<file path="config.mk">
export PLATFORM = sky130hd
export DESIGN_NAME = i2c_target
export DESIGN_NICKNAME = d
export VERILOG_FILES = /design/src/rtl/i2c_target.sv
export SDC_FILE = /design/constraint.sdc
export NUM_CORES = 1
export LEC_CHECK = 0
export CAP_MARGIN = 15
export CORE_MARGIN = 4
export CORE_UTILIZATION = 55
export DETAILED_ROUTE_END_ITERATION = 6
export PLACE_DENSITY = 0.79
export SLEW_MARGIN = 10
export SYNTH_ARGS = -nofsm -noshare
export SYNTH_HDL_FRONTEND = slang
export SYNTH_SLANG_ARGS = --single-unit
</file>
<file path="constraint.sdc">
create_clock -name clk_clk -period 3.3 [get_ports clk_clk]
set_input_delay 0.33 -clock clk_clk [delete_from_list [all_inputs] [get_ports clk_clk]]
set_output_delay 0.33 -clock clk_clk [all_outputs]
set_load 0.005 [all_outputs]
</file>
<file path="src/rtl/i2c_target.sv">
// I2C target: 7-bit address, byte register pointer, write strobes and
// read fetch from fabric registers over an open-drain SDA.
module i2c_target #(
    parameter logic [6:0] DEV_ADDR = 7'h0A
) (
    input  logic       clk_clk,
    input  logic       reset_reset_n,
    input  logic       scl_in,
    input  logic       sda_in,
    output logic       sda_oe,
    output logic       wr_strobe,
    output logic [7:0] wr_addr,
    output logic [7:0] wr_data,
    output logic [7:0] rd_addr,
    input  logic [7:0] rd_data,
    output logic       busy
);
    typedef enum logic [3:0] {
        IDLE, ADDR, ADDR_ACK, PTR, PTR_ACK,
        WDATA, WDATA_ACK, RDATA, RDATA_ACK, WAIT
    } state_t;

    state_t     state;
    logic       scl_s1, scl_s2, scl_q;
    logic       sda_s1, sda_s2, sda_q;
    logic [3:0] cnt;
    logic [7:0] rx, tx, ptr;
    logic       rw, ack_n;
    logic       scl_rise, scl_fall, start_c, stop_c;

    always_ff @(posedge clk_clk or negedge reset_reset_n) begin
        if (!reset_reset_n) begin
            scl_s1 <= 1'b1;
            scl_s2 <= 1'b1;
            scl_q  <= 1'b1;
            sda_s1 <= 1'b1;
            sda_s2 <= 1'b1;
            sda_q  <= 1'b1;
        end else begin
            scl_s1 <= scl_in;
            scl_s2 <= scl_s1;
            scl_q  <= scl_s2;
            sda_s1 <= sda_in;
            sda_s2 <= sda_s1;
            sda_q  <= sda_s2;
        end
    end

    // SDA edges count as START/STOP only with SCL steadily high
    assign scl_rise = scl_s2 & ~scl_q;
    assign scl_fall = ~scl_s2 & scl_q;
    assign start_c  = scl_s2 & scl_q & sda_q & ~sda_s2;
    assign stop_c   = scl_s2 & scl_q & ~sda_q & sda_s2;
    assign rd_addr  = ptr;

    always_ff @(posedge clk_clk or negedge reset_reset_n) begin
        if (!reset_reset_n) begin
            state     <= IDLE;
            sda_oe    <= 1'b0;
            wr_strobe <= 1'b0;
            wr_addr   <= 8'h00;
            wr_data   <= 8'h00;
            busy      <= 1'b0;
            cnt       <= 4'd0;
            rx        <= 8'h00;
            tx        <= 8'h00;
            ptr       <= 8'h00;
            rw        <= 1'b0;
            ack_n     <= 1'b1;
        end else begin
            wr_strobe <= 1'b0;
            if (start_c) begin
                state  <= ADDR;
                cnt    <= 4'd0;
                sda_oe <= 1'b0;
                busy   <= 1'b0;
            end else if (stop_c) begin
                state  <= IDLE;
                cnt    <= 4'd0;
                sda_oe <= 1'b0;
                busy   <= 1'b0;
            end else if (scl_rise) begin
                unique case (state)
                    ADDR, PTR: begin
                        rx  <= {rx[6:0], sda_s2};
                        cnt <= cnt + 4'd1;
                    end
                    WDATA: begin
                        rx  <= {rx[6:0], sda_s2};
                        cnt <= cnt + 4'd1;
                        if (cnt == 4'd7) begin
                            wr_strobe <= 1'b1;
                            wr_addr   <= ptr;
                            wr_data   <= {rx[6:0], sda_s2};
                            ptr       <= ptr + 8'd1;
                        end
                    end
                    RDATA:     cnt   <= cnt + 4'd1;
                    RDATA_ACK: ack_n <= sda_s2;
                    default: ;
                endcase
            end else if (scl_fall) begin
                unique case (state)
                    ADDR: begin
                        if (cnt == 4'd8) begin
                            if (rx[7:1] == DEV_ADDR) begin
                                state  <= ADDR_ACK;
                                sda_oe <= 1'b1;
                                busy   <= 1'b1;
                                rw     <= rx[0];
                            end else begin
                                state  <= WAIT;
                                sda_oe <= 1'b0;
                            end
                        end
                    end
                    ADDR_ACK: begin
                        cnt <= 4'd0;
                        if (rw) begin
                            state  <= RDATA;
                            tx     <= rd_data;
                            ptr    <= ptr + 8'd1;
                            sda_oe <= ~rd_data[7];
                        end else begin
                            state  <= PTR;
                            sda_oe <= 1'b0;
                        end
                    end
                    PTR: begin
                        if (cnt == 4'd8) begin
                            ptr    <= rx;
                            state  <= PTR_ACK;
                            sda_oe <= 1'b1;
                        end
                    end
                    WDATA: begin
                        if (cnt == 4'd8) begin
                            state  <= WDATA_ACK;
                            sda_oe <= 1'b1;
                        end
                    end
                    PTR_ACK, WDATA_ACK: begin
                        state  <= WDATA;
                        sda_oe <= 1'b0;
                        cnt    <= 4'd0;
                    end
                    RDATA: begin
                        if (cnt == 4'd8) begin
                            state  <= RDATA_ACK;
                            sda_oe <= 1'b0;
                        end else if (cnt != 4'd0) begin
                            tx     <= {tx[6:0], 1'b0};
                            sda_oe <= ~tx[6];
                        end
                    end
                    RDATA_ACK: begin
                        cnt <= 4'd0;
                        if (!ack_n) begin
                            state  <= RDATA;
                            tx     <= rd_data;
                            ptr    <= ptr + 8'd1;
                            sda_oe <= ~rd_data[7];
                        end else begin
                            state  <= WAIT;
                            sda_oe <= 1'b0;
                            busy   <= 1'b0;
                        end
                    end
                    default: ;
                endcase
            end
        end
    end
endmodule
</file>
# Yosys cells after proc, flatten, opt, wreduce, memory -nomap -nowiden
# Cells that the tools add are included.
# word_totals
wordCells	147
inputBits	12
regBits	58
# classes
muxes	56
addsub	2
n_eq_ne	30
n_reduce_logical	25
bitwise	16
# op_table
cell	n
$mux W4	16
$mux W8	7
$mux W7	4
$pmux W4 S7	1
$ne A4 B4 Y1 const B	6
$pmux W8 S3	1
$mux W1	23
$pmux W7 S3	1
$eq A4 B3 Y1 const B	5
$reduce_bool A4 Y1	5
$reduce_and A9 Y1	2
$reduce_and A7 Y1	2
$reduce_and A6 Y1	2
$ne A3 B3 Y1 const B	3
$not A1 Y1	9
$reduce_bool A9 Y1	1
$add A8 B1 Y8 const B	1
$eq A4 B2 Y1 const B	2
$eq A4 B4 Y1 const B	2
$ne A2 B2 Y1 const B	4
$reduce_and A4 Y1	2
$reduce_bool A8 Y1	1
$reduce_or A4 Y1	2
$and A1 B1 Y1	7
other kinds (17)	20

# Logic depth before layout (Yosys ltp)
# Gate-level depths: netlist (run 1).
# logic_depth
word_depth	8
depth_mapped	9
ltp_nobuf	7

# Worst setup path before layout (run 1)
# No wires, ideal clock.
# synth_path
kind	flip-flop to flip-flop
start	register scl_s2
end	register wr_addr[2]
path_buffers	1
setup_time_ns	0.125
period_less_slack_ns	2.339
path_stages_with_launch	6
path_slack_ns	0.961
t_required_ns	3.175
arrival_ns	2.214
cell_sequence	dfstp_2 -> ha_1 -> a21bo_2 -> nor4_2 -> buf_4 -> mux2_2
# synth_via
elab_chain_len	5
# synth_rtl
item	line_no	source
from (decl)	24	logic scl_s1, scl_s2, scl_q;
from (signal assigned)	41	scl_s2 <= scl_s1;
$and A1 B1 Y1	52, 53	
$and A1 B1 Y1 (on tied branches) (2 in series)	53, 52	
$not A1 Y1 (no line)	--	
$reduce_and A5 Y1 (no line) *	--	
to (signal assigned)	93	wr_addr <= ptr;
to (decl)	12	output logic [7:0] wr_addr,
# Mark *: on every way between the ends. The rest lies on a longest branch, timed or not.
# A chain may end at the register's enable or synchronous reset.

# Worst setup path in the final report (run 1)
# layout_path
start	register state[2]
end	register ptr[4], in the netlist rd_addr[4]
# layout_via
elab_chain_len	4
# layout_rtl
item	line_no	source
from (decl)	23	state_t state;
from (signal assigned)	58	state <= IDLE;
from (signal assigned)	73	state <= ADDR;
from (signal assigned)	78	state <= IDLE;
$eq A4 B4 Y1 / $eq A4 B2 Y1 (equally long branches)	103	unique case (state)
$pmux W8 S3	103	
$mux W8	102	end else if (scl_fall) begin
$mux W8	82	end else if (scl_rise) begin
to (signal assigned)	95	ptr <= ptr + 8'd1;
to (signal assigned)	122	ptr <= ptr + 8'd1;
to (signal assigned)	131	ptr <= rx;
to (decl)	27	logic [7:0] rx, tx, ptr;
# Parallel ways exist; a longest one is shown, timed or not. The select of a mux whose other input is x is not followed.

==> results of run 1 <==
through the flow:
stage          instance area [sq um]  setup WS (ns)  power [uW]
2_1_floorplan                   3050          0.961        1590
3_3_place_gp                    3470          0.851        1830
3_5_place_dp                    3470          0.777        1850
4_1_cts                         3630          0.763        2390
5_1_grt                         3630          0.530        2550
6_report                        3630          0.737        2390
layer usage:
metal	global-route usage (%)	up-vias
met2	33.3	65
met4	6.98	0
li1	-	1146
met1	32.5	1164
met3	4.56	5
met5	0	-
sequential cells by signal, summed over array words and instances, names as in the netlist, 4 cells and up:
name and count:
wr_addr 8, cnt 4, rx 8, rd_addr 8, state 4, tx 7
wr_data 8
worst paths after layout:
| path | start | end | depth (start not counted) |
|---|---|---|---|
| worst max register to register | state[2]$_DFFE_PN0P_ | rd_addr[4]$_DFFE_PN0P_ | 5 |
| min in group clk_clk | sda_s1$_DFF_PN1_ | sda_s2$_DFF_PN1_ | 0 |
| worst max-delay path | state[2]$_DFFE_PN0P_ | rd_addr[4]$_DFFE_PN0P_ | 5 |
| worst min-delay path | reset_reset_n | tx[4]$_DFFE_PN0P_ | 1 |
| worst min register to register | sda_s1$_DFF_PN1_ | sda_s2$_DFF_PN1_ | 0 |
| max in group asynchronous | reset_reset_n | sda_q$_DFF_PN1_ | 2 |
power by group:
group	internal (uW)	switching (uW)	leakage, uW
registers	871	244	0.000742
logic	369	368	0.000829
clock network	262	273	0.0000806
cells in the final DEF (no fill, tap or decap), drive strengths merged, types with 4 or more instances in the layout:
master         count
ha                 6
nand2             37
nand4              5
a31oi              7
clkbuf             9
dfstp              7
nand3             10
nor2               9
buf                4
mux2              27
clkinv             4
mux2i              7
o31ai              6
dfrtp             51
o21ai             17
nor2b              4
nor3b              5
a21oi             16
inv                9
clkdlybuf4s50     37
kinds of logic (layout without fill, tap and decap cells):
family,after synthesis,count (layout)
buf+inv,23,65
compound gates,68,68
simple gates,100,100
mux,34,34
xor+xnor,2,2
fa+ha+maj,6,6
flops,58,58
area by class of cell:
cell class | instances | area (sq um)
clock buffer | 9 | 124
sequential | 58 | 1460
clock inverter | 6 | 35.0
timing repair buffer | 41 | 398
inverter | 9 | 33.8
tap | 70 | 87.6
fill | 413 | 1610
multi-input combinational | 210 | 1490
worst register-to-register path: cells and delay by family, from the launching register on:
kind,cells,cell delay (ns)
AOI/OAI and AO/OA,2,0.72
DFF,1,0.66
and+or+nand+nor,3,1.06
==> results.yml, run 1 <==
timing:
  hold_ws_ns: 0.148
  tightest_slew_ns: 0.931
  finalCriticalPeriod_ns: 2.56
  hold_viol_final: 0
  fin_skew_ns: 0.00925
  slew_viol_final: 0
  tns_ns: 0
  finalSetupViolations: 0
  rsz0062_at_grt: "false"
  fin_crit_sh_pct: 77.7
  relSlewSlack_pct: 37.9
  fmax_mhz: 390
clock_tree:
  ctsHtreeMaxLevel: 3
  post_cts.repair.setup_buffers: 0
  numCtsBuffers: 9
  clock-sinks: 58
  tritoncts: "built"
  path_clk_slew_ns: 0.06
  cts_buffer_depth: 2
  cts_resized: 0
  worstSkewPairLatency_ns: 0.33
  postCtsHoldBufs: 0
  cts_root_buf: "clkbuf_8"
floorplanning:
  start_util_pct: 58.2
  fp.dieArea_sq_mm: 0.00680
  num_rows: 26
  die_y_um: 82.4
  io_pins: 39
  die_w_um: 82.4
  coreArea_sq_mm: 0.00524
setup_path:
  worst-path-buf-inv: 0
  critical_path.max_fanout: 17
  slowest_delay_ns: 0.66
  worst-r2r-setup-slack_ns: 0.74
  critPathArrivalTime_ns: 2.75
  path_cells: "nand4b_1, or3_4, a2111oi_4, and2_1, a21oi_1"
  critPathLaunchType: "flip-flop"
  endpoint_kind: "flip-flop"
  cpMaxStageDelayCell: "dfrtp_1"
  crit_required_ns: 3.49
  cp_top_family: "simple AND/OR/NAND/NOR gates"
  critPathKind: "reg2reg"
global_routing:
  grt_pass1_wl_um: 11400
  antenna_found_initial: 0
  grt_usage_pct: 22.3
  first_global_vias: 2300
  grt_max_degree: 44
  grt_overflow: 0
power_and_ir_drop:
  peakVddDrop_mv: 0.461
  cellLeakagePower_uw: 0.00165
  powerDensity_mw_per_mm2: 658
synth:
  muxShareOfSynthArea_pct: 12.3
  yosys.area.top_type: "dfrtp_1"
  synth_xor_area_share_pct: 0.575
  yosys-top-cells-count: "51 x dfrtp_1, 37 x nand2_1, 27 x mux2_2, 17 x o21ai_0, 16 x a21oi_1"
  synth_area_sq_mm: 0.00305
  synth_ff_type: "dfrtp_1"
  yosysMostFrequentCell: "dfrtp_1"
  synth_top_family_by_area: "simple AND/OR/NAND/NOR gates"
  syn_nets: 309
  yosys-top-cells-area: "dfrtp_1 42%, mux2_2 10%, dfstp_2 6.0%"
  synth_top_cell_area_share_pct: 41.9
  synth_seq_area_share_pct: 47.9
  yosys_warnings: 0
  synth_cell_type_count: 56
  post_synth.cell_area_avg_sq_um: 10.5
  synth_async_sr_flop_share_pct: 100
  ys_ff_latch: 58
  postSynthCellCount: 291
  synth_compound_area_share_pct: 14.9
  yosys.area_share.simple_pct: 18.3
  synth_edf_count: 0
  synth-adder-area-share_pct: 2.46
finish:
  final_core_util_pct: 69.3
  antenna_cells: 0
  instances_no_fill: 403
  finalNetCount: 347
  area_growth_pct: 19.0
  drive_gt1_share_pct: 19.8
flow_run:
  drv_cap: 0
detailed_routing:
  wl_per_cell_um: 16.9
  wl_met2_um: 3200
  drc: 0
  vias: 2380
  met3WireLength_um: 364
  drtAntennaViolNets: 0
  drtIter0Drc: 175
  drtPass1Iterations: 4
  routed.top_layer: "met4"
  vias_per_cell: 5.91
  wl_met1_um: 3190
  wl_um: 6790
min_path:
  min_path_type: "in2async"
placement:
  dpl.hpwl_um: 4790
  gp_congestion: 0.917
  place.port_buffers: 38
  dp.cells: 388
status:
  status: "finished, final reports clean"
No activity file was read; power rests on OpenSTA's default activity.
==> run 2: changes to the inputs <==
Settings changed: CORE_UTILIZATION 55 to 50, PLACE_DENSITY 0.79 to 0.76.
Clock period 3.3 ns to 2.2 ns, I/O delays scaled along.
==> results.yml, run 2 (same netlist as run 1, synthesis figures left out) <==
power_and_ir_drop:
  combPwrFrac_pct: 34.0
  peakVddDrop_mv: 0.641
  internal-power_uw: 2490
  switching_share_pct: 36.5
  cellLeakagePower_uw: 0.00178
  total_power_uw: 3920
  seqPwrFrac_pct: 40.8
  powerDensity_mw_per_mm2: 1010
  p_clk_share_pct: 25.2
  switching_power_uw: 1430
finish:
  antenna_cells: 0
  drive_gt1_share_pct: 26.6
  final_cell_mix: "51 x dfrtp_1, 37 x nand2_1, 37 x clkdlybuf4s50_1"
  nFillCells: 481
  area_growth_pct: 27.0
  finalNetCount: 370
  final_common_cell: "dfrtp_1"
  instances_no_fill: 432
clock_tree:
  worstSkewPairLatency_ns: 0.36
  path_clk_slew_ns: 0.07
  clock-sinks: 58
  postCtsHoldBufs: 0
  cts_buffer_depth: 2
  numCtsBuffers: 9
  ctsHtreeMaxLevel: 3
  tritoncts: "built"
  cts_root_buf: "clkbuf_8"
timing:
  finalCriticalPeriod_ns: 2.09
  fin_skew_ns: 0.0123
  finalSetupViolations: 0
  hold_viol_final: 6
  slew_viol_final: 0
  fmax_mhz: 478
  fin_crit_sh_pct: 95.1
  worst_slack_ns: 0.107
  rsz0062_at_grt: "false"
  tightest_slew_ns: 0.722
  hold_ws_ns: -0.00719
  relSlewSlack_pct: 51.9
  tns_ns: 0
floorplanning:
  die_w_um: 86.1
  io_pins: 39
  die_y_um: 86.1
  num_rows: 28
  fp.dieArea_sq_mm: 0.00741
  start_util_pct: 51.5
  coreArea_sq_mm: 0.00592
placement:
  dp.cells: 416
  dpl.hpwl_um: 5170
  place.port_buffers: 38
  gp_congestion: 0.889
  place_ws_ns: 0.0896
detailed_routing:
  drc: 0
  drtAntennaViolNets: 0
  drtPass1Iterations: 4
  vias_per_cell: 5.74
  drtIter0Drc: 163
  wl_um: 7360
  wl_per_cell_um: 17.0
  vias: 2479
global_routing:
  first_global_vias: 2464
  met3_usage_pct: 5.19
  grt_overflow: 0
  gr-usage-met1_pct: 30.3
  grt_util_met2_pct: 31.7
  grt_pass1_wl_um: 12400
  antenna_found_initial: 0
  busiest_layer: "met2"
  grt_usage_pct: 21.6
  grt_max_degree: 59
setup_path:
  critPathLaunchType: "flip-flop"
  endpoint_kind: "flip-flop"
  path_cells: "ha_1, nand4b_1, or3_4, a2111oi_4, buf_4, nand3_1, a22o_1"
  crit_required_ns: 2.44
  slowest_delay_ns: 0.40
  cp_top_family: "simple AND/OR/NAND/NOR gates"
  critPathKind: "reg2reg"
  cpMaxStageDelayCell: "a2111oi_4"
  critPathArrivalTime_ns: 2.33
  worst-path-buf-inv: 1
  critical_path.max_fanout: 7
min_path:
  min_path_type: "in2async"
status:
  status: "finished, violations left"
  failed_checks: "negative hold slack"
flow_run:
  drv_cap: 0
run 2: power by group through the flow:
stage	Combinational, uW	Sequential, uW	Clock, uW
final	1340	1600	986
after detailed placement	1310	1610	0
after global routing	1480	1650	1050
after floorplan	883	1500	0
after CTS	1320	1590	992
after global placement	1280	1590	0
run 2: per-layer routing:
| metal | up-vias | routed length (um) | share of wire (%) |
|---|---|---|---|
| met1 | 1212 | 3390 | 46 |
| met3 | 15 | 349 | 4.7 |
| met5 | - | 0 | 0 |
| li1 | 1187 | - | - |
| met4 | 0 | 176 | 2.4 |
| met2 | 65 | 3450 | 47 |
run 2: final cells by class:
cell class / instances / area, sq um / share of cell area [%]
Clock buffer: 9 / 124 / 3.20
Clock inverter: 7 / 68.8 / 1.78
Inverter: 9 / 33.8 / 0.873
Multi-Input combinational cell: 210 / 1510 / 38.9
Sequential cell: 58 / 1460 / 37.7
Tap cell: 75 / 93.8 / 2.42
Timing Repair Buffer: 64 / 583 / 15.1
run 2: through the flow:
stage               hold slack [ns]  area [sq um]  utilization (%)
detailed placement            0.349          3660             61.8
finish                     -0.00719          3870             65.4
global route                 0.0673          3870             65.4
CTS                          0.0333          3850             65.1
floorplan                   -0.0756          3060                -
global placement              0.346          3660             61.8
run 2: worst paths after layout:
path                                         start                     end  slack (ns)  depth (start not counted)
worst max-delay path            cnt[1]$_DFFE_PN0P_  rd_addr[7]$_DFFE_PN0P_        0.11                          7
worst min-delay path                 reset_reset_n  wr_addr[4]$_DFFE_PN0P_      -0.007                          2
worst max register to register  cnt[1]$_DFFE_PN0P_  rd_addr[7]$_DFFE_PN0P_        0.11                          7
worst min register to register    sda_s1$_DFF_PN1_        sda_s2$_DFF_PN1_        0.36                          0
max in group asynchronous            reset_reset_n       tx[6]$_DFFE_PN0P_        1.71                          2
min in group clk_clk                        sda_in        sda_s1$_DFF_PN1_        0.28                          1
run 2: timing repair:
item                                    4_1_cts  5_1_grt
gates resized for setup                       0        5
endpoints found under the setup margin        0       10
buffers inserted                              0        0
==> run 3: changes to the inputs <==
--- a/config.mk
+++ b/config.mk
@@ -8,7 +8,8 @@
 export CAP_MARGIN = 15
 export CORE_MARGIN = 4
-export CORE_UTILIZATION = 50
+export CORE_UTILIZATION = 57
 export DETAILED_ROUTE_END_ITERATION = 6
-export PLACE_DENSITY = 0.76
+export DONT_BUFFER_PORTS = 1
+export PLACE_DENSITY = 0.75
 export SLEW_MARGIN = 10
 export SYNTH_ARGS = -nofsm -noshare
==> constraint.sdc (replaced) <==
create_clock -name clk_clk -period 2.2 [get_ports clk_clk]
set_input_delay 0.22 -clock clk_clk [delete_from_list [all_inputs] [get_ports clk_clk]]
set_output_delay 0.22 -clock clk_clk [all_outputs]
set_load 0.01 [all_outputs]
==> results.yml, run 3 (same netlist as run 1, synthesis figures left out) <==
status:
  status: "finished, final reports clean"
detailed_routing:
  vias_per_cell: 6.05
  drtAntennaViolNets: 0
  drtPass1Iterations: 4
  wl_per_cell_um: 17.5
  drtIter0Drc: 222
  wl_um: 6860
  vias: 2366
  drc: 0
global_routing:
  grt_max_degree: 59
  antenna_found_initial: 0
  grt_usage_pct: 22.9
  grt_pass1_wl_um: 11300
  first_global_vias: 2285
  grt_overflow: 0
clock_tree:
  cts_root_buf: "clkbuf_8"
  worstSkewPairLatency_ns: 0.34
  tritoncts: "built"
  clock-sinks: 58
  path_clk_slew_ns: 0.07
  ctsHtreeMaxLevel: 3
  numCtsBuffers: 9
  cts_buffer_depth: 2
power_and_ir_drop:
  powerDensity_mw_per_mm2: 1120
  internal-power_uw: 2590
  combPwrFrac_pct: 30.3
  peakVddDrop_mv: 0.775
  cellLeakagePower_uw: 0.00169
  p_clk_share_pct: 29.8
  switching_power_uw: 1410
  seqPwrFrac_pct: 39.9
  switching_share_pct: 35.2
timing:
  fin_crit_sh_pct: 94.9
  tightest_slew_ns: 0.661
  fin_skew_ns: 0.00772
  slew_viol_final: 0
  hold_viol_final: 0
  rsz0062_at_grt: "false"
  finalSetupViolations: 0
  finalCriticalPeriod_ns: 2.09
  tns_ns: 0
  relSlewSlack_pct: 55.3
  fmax_mhz: 479
setup_path:
  critical_path.max_fanout: 5
  critPathKind: "reg2reg"
  endpoint_kind: "flip-flop"
  crit_required_ns: 2.43
  critPathArrivalTime_ns: 2.32
  worst-path-buf-inv: 0
  slowest_delay_ns: 0.64
  cp_top_family: "simple AND/OR/NAND/NOR gates"
  path_cells: "nor4b_1, nand4_1, or3_1, mux2_2"
  critPathLaunchType: "flip-flop"
  cpMaxStageDelayCell: "nor4b_1"
floorplanning:
  fp.dieArea_sq_mm: 0.00658
  start_util_pct: 59.3
  num_rows: 26
  coreArea_sq_mm: 0.00514
  die_w_um: 81.1
  io_pins: 39
  die_y_um: 81.1
finish:
  final_cell_mix: "51 x dfrtp_1, 37 x nand2_1, 27 x mux2_2"
  drive_gt1_share_pct: 27.7
  final_common_cell: "dfrtp_1"
  finalNetCount: 334
  antenna_cells: 0
  design_area_sq_mm: 0.00356
  area_growth_pct: 16.9
placement:
  place.port_buffers: 0
  gp_congestion: 0.903
  dpl_cell_area_sq_mm: 0.00326
  dpl.hpwl_um: 4640
flow_run:
  drv_cap: 0
min_path:
  min_path_type: "in2reg"
[run 3: changes by cell type in the layout (fill, tap and decap cells not counted), sizes merged, moves of 2 or more]
cell and delta:
clkdlybuf4s50 -37, dlygate4sd3 +3, buf -2, bufinv +2, clkinvlp -2
[run 3: final cells by class]
cell class / count / area, sq um
timing repair buffer: 28 / 250
inverter: 9 / 33.8
clock buffer: 9 / 124
clock inverter: 7 / 118
fill: 386 / 1580
multi-input combinational: 210 / 1490
sequential: 58 / 1460
tap: 70 / 87.6
[run 3: worst paths after layout]
kind | from | end | slack (ns) | cells after the start
hold reg to reg | sda_s1$_DFF_PN1_ | sda_s2$_DFF_PN1_ | 0.36 | 0
setup / recovery | rx[6]$_DFFE_PN0P_ | rw$_DFFE_PN0P_ | 0.11 | 4
hold / removal | rd_data[0] | tx[0]$_DFFE_PN0P_ | 0.02 | 2
max in group asynchronous | reset_reset_n | ack_n$_DFFE_PN1P_ | 1.50 | 2
min in group asynchronous | reset_reset_n | busy$_DFFE_PN0P_ | 0.40 | 2
setup reg to reg | rx[6]$_DFFE_PN0P_ | rw$_DFFE_PN0P_ | 0.11 | 4
[run 3: repair_timing]
item / 4_1_cts / 5_1_grt
hold endpoints to repair: 60 / 0
buffers inserted: 0 / 0
setup endpoints to repair: 0 / 8
resized for setup: 0 / 1
hold buffers: 4 / 0
[run 3: power by group through the flow]
stage	clock network, uW	registers (uW)	logic (uW)
after floorplan	0	1530	882
after global placement	0	1600	1140
after detailed placement	0	1610	1160
after CTS	1210	1590	1200
after global routing	1260	1640	1340
final	1190	1600	1210
[run 3: layer usage]
metal	up-vias	GRT usage, %	part of all wire [%]
met2	92	34.5	47
li1	1110	-	-
met1	1144	31.5	45
met3	20	4.99	5.3
met4	0	10.6	2.5
met5	-	0	0
[run 3: through the flow]
stage / setup WS, ns / util [%] / hold WS (ns) / cells / total power (uW)
6_report: 0.111 / 69.3 / 0.0184 / 391 / 4010
5_1_grt: 0.0160 / 69.3 / 0.0742 / 391 / 4240
4_1_cts: 0.0165 / 69.3 / 0.00887 / 391 / 4010
3_5_place_dp: 0.0369 / 63.5 / -0.0737 / 371 / 2760
3_3_place_gp: 0.122 / 63.5 / -0.0736 / 371 / 2750
2_1_floorplan: 0.0465 / - / -0.0756 / 291 / 2410
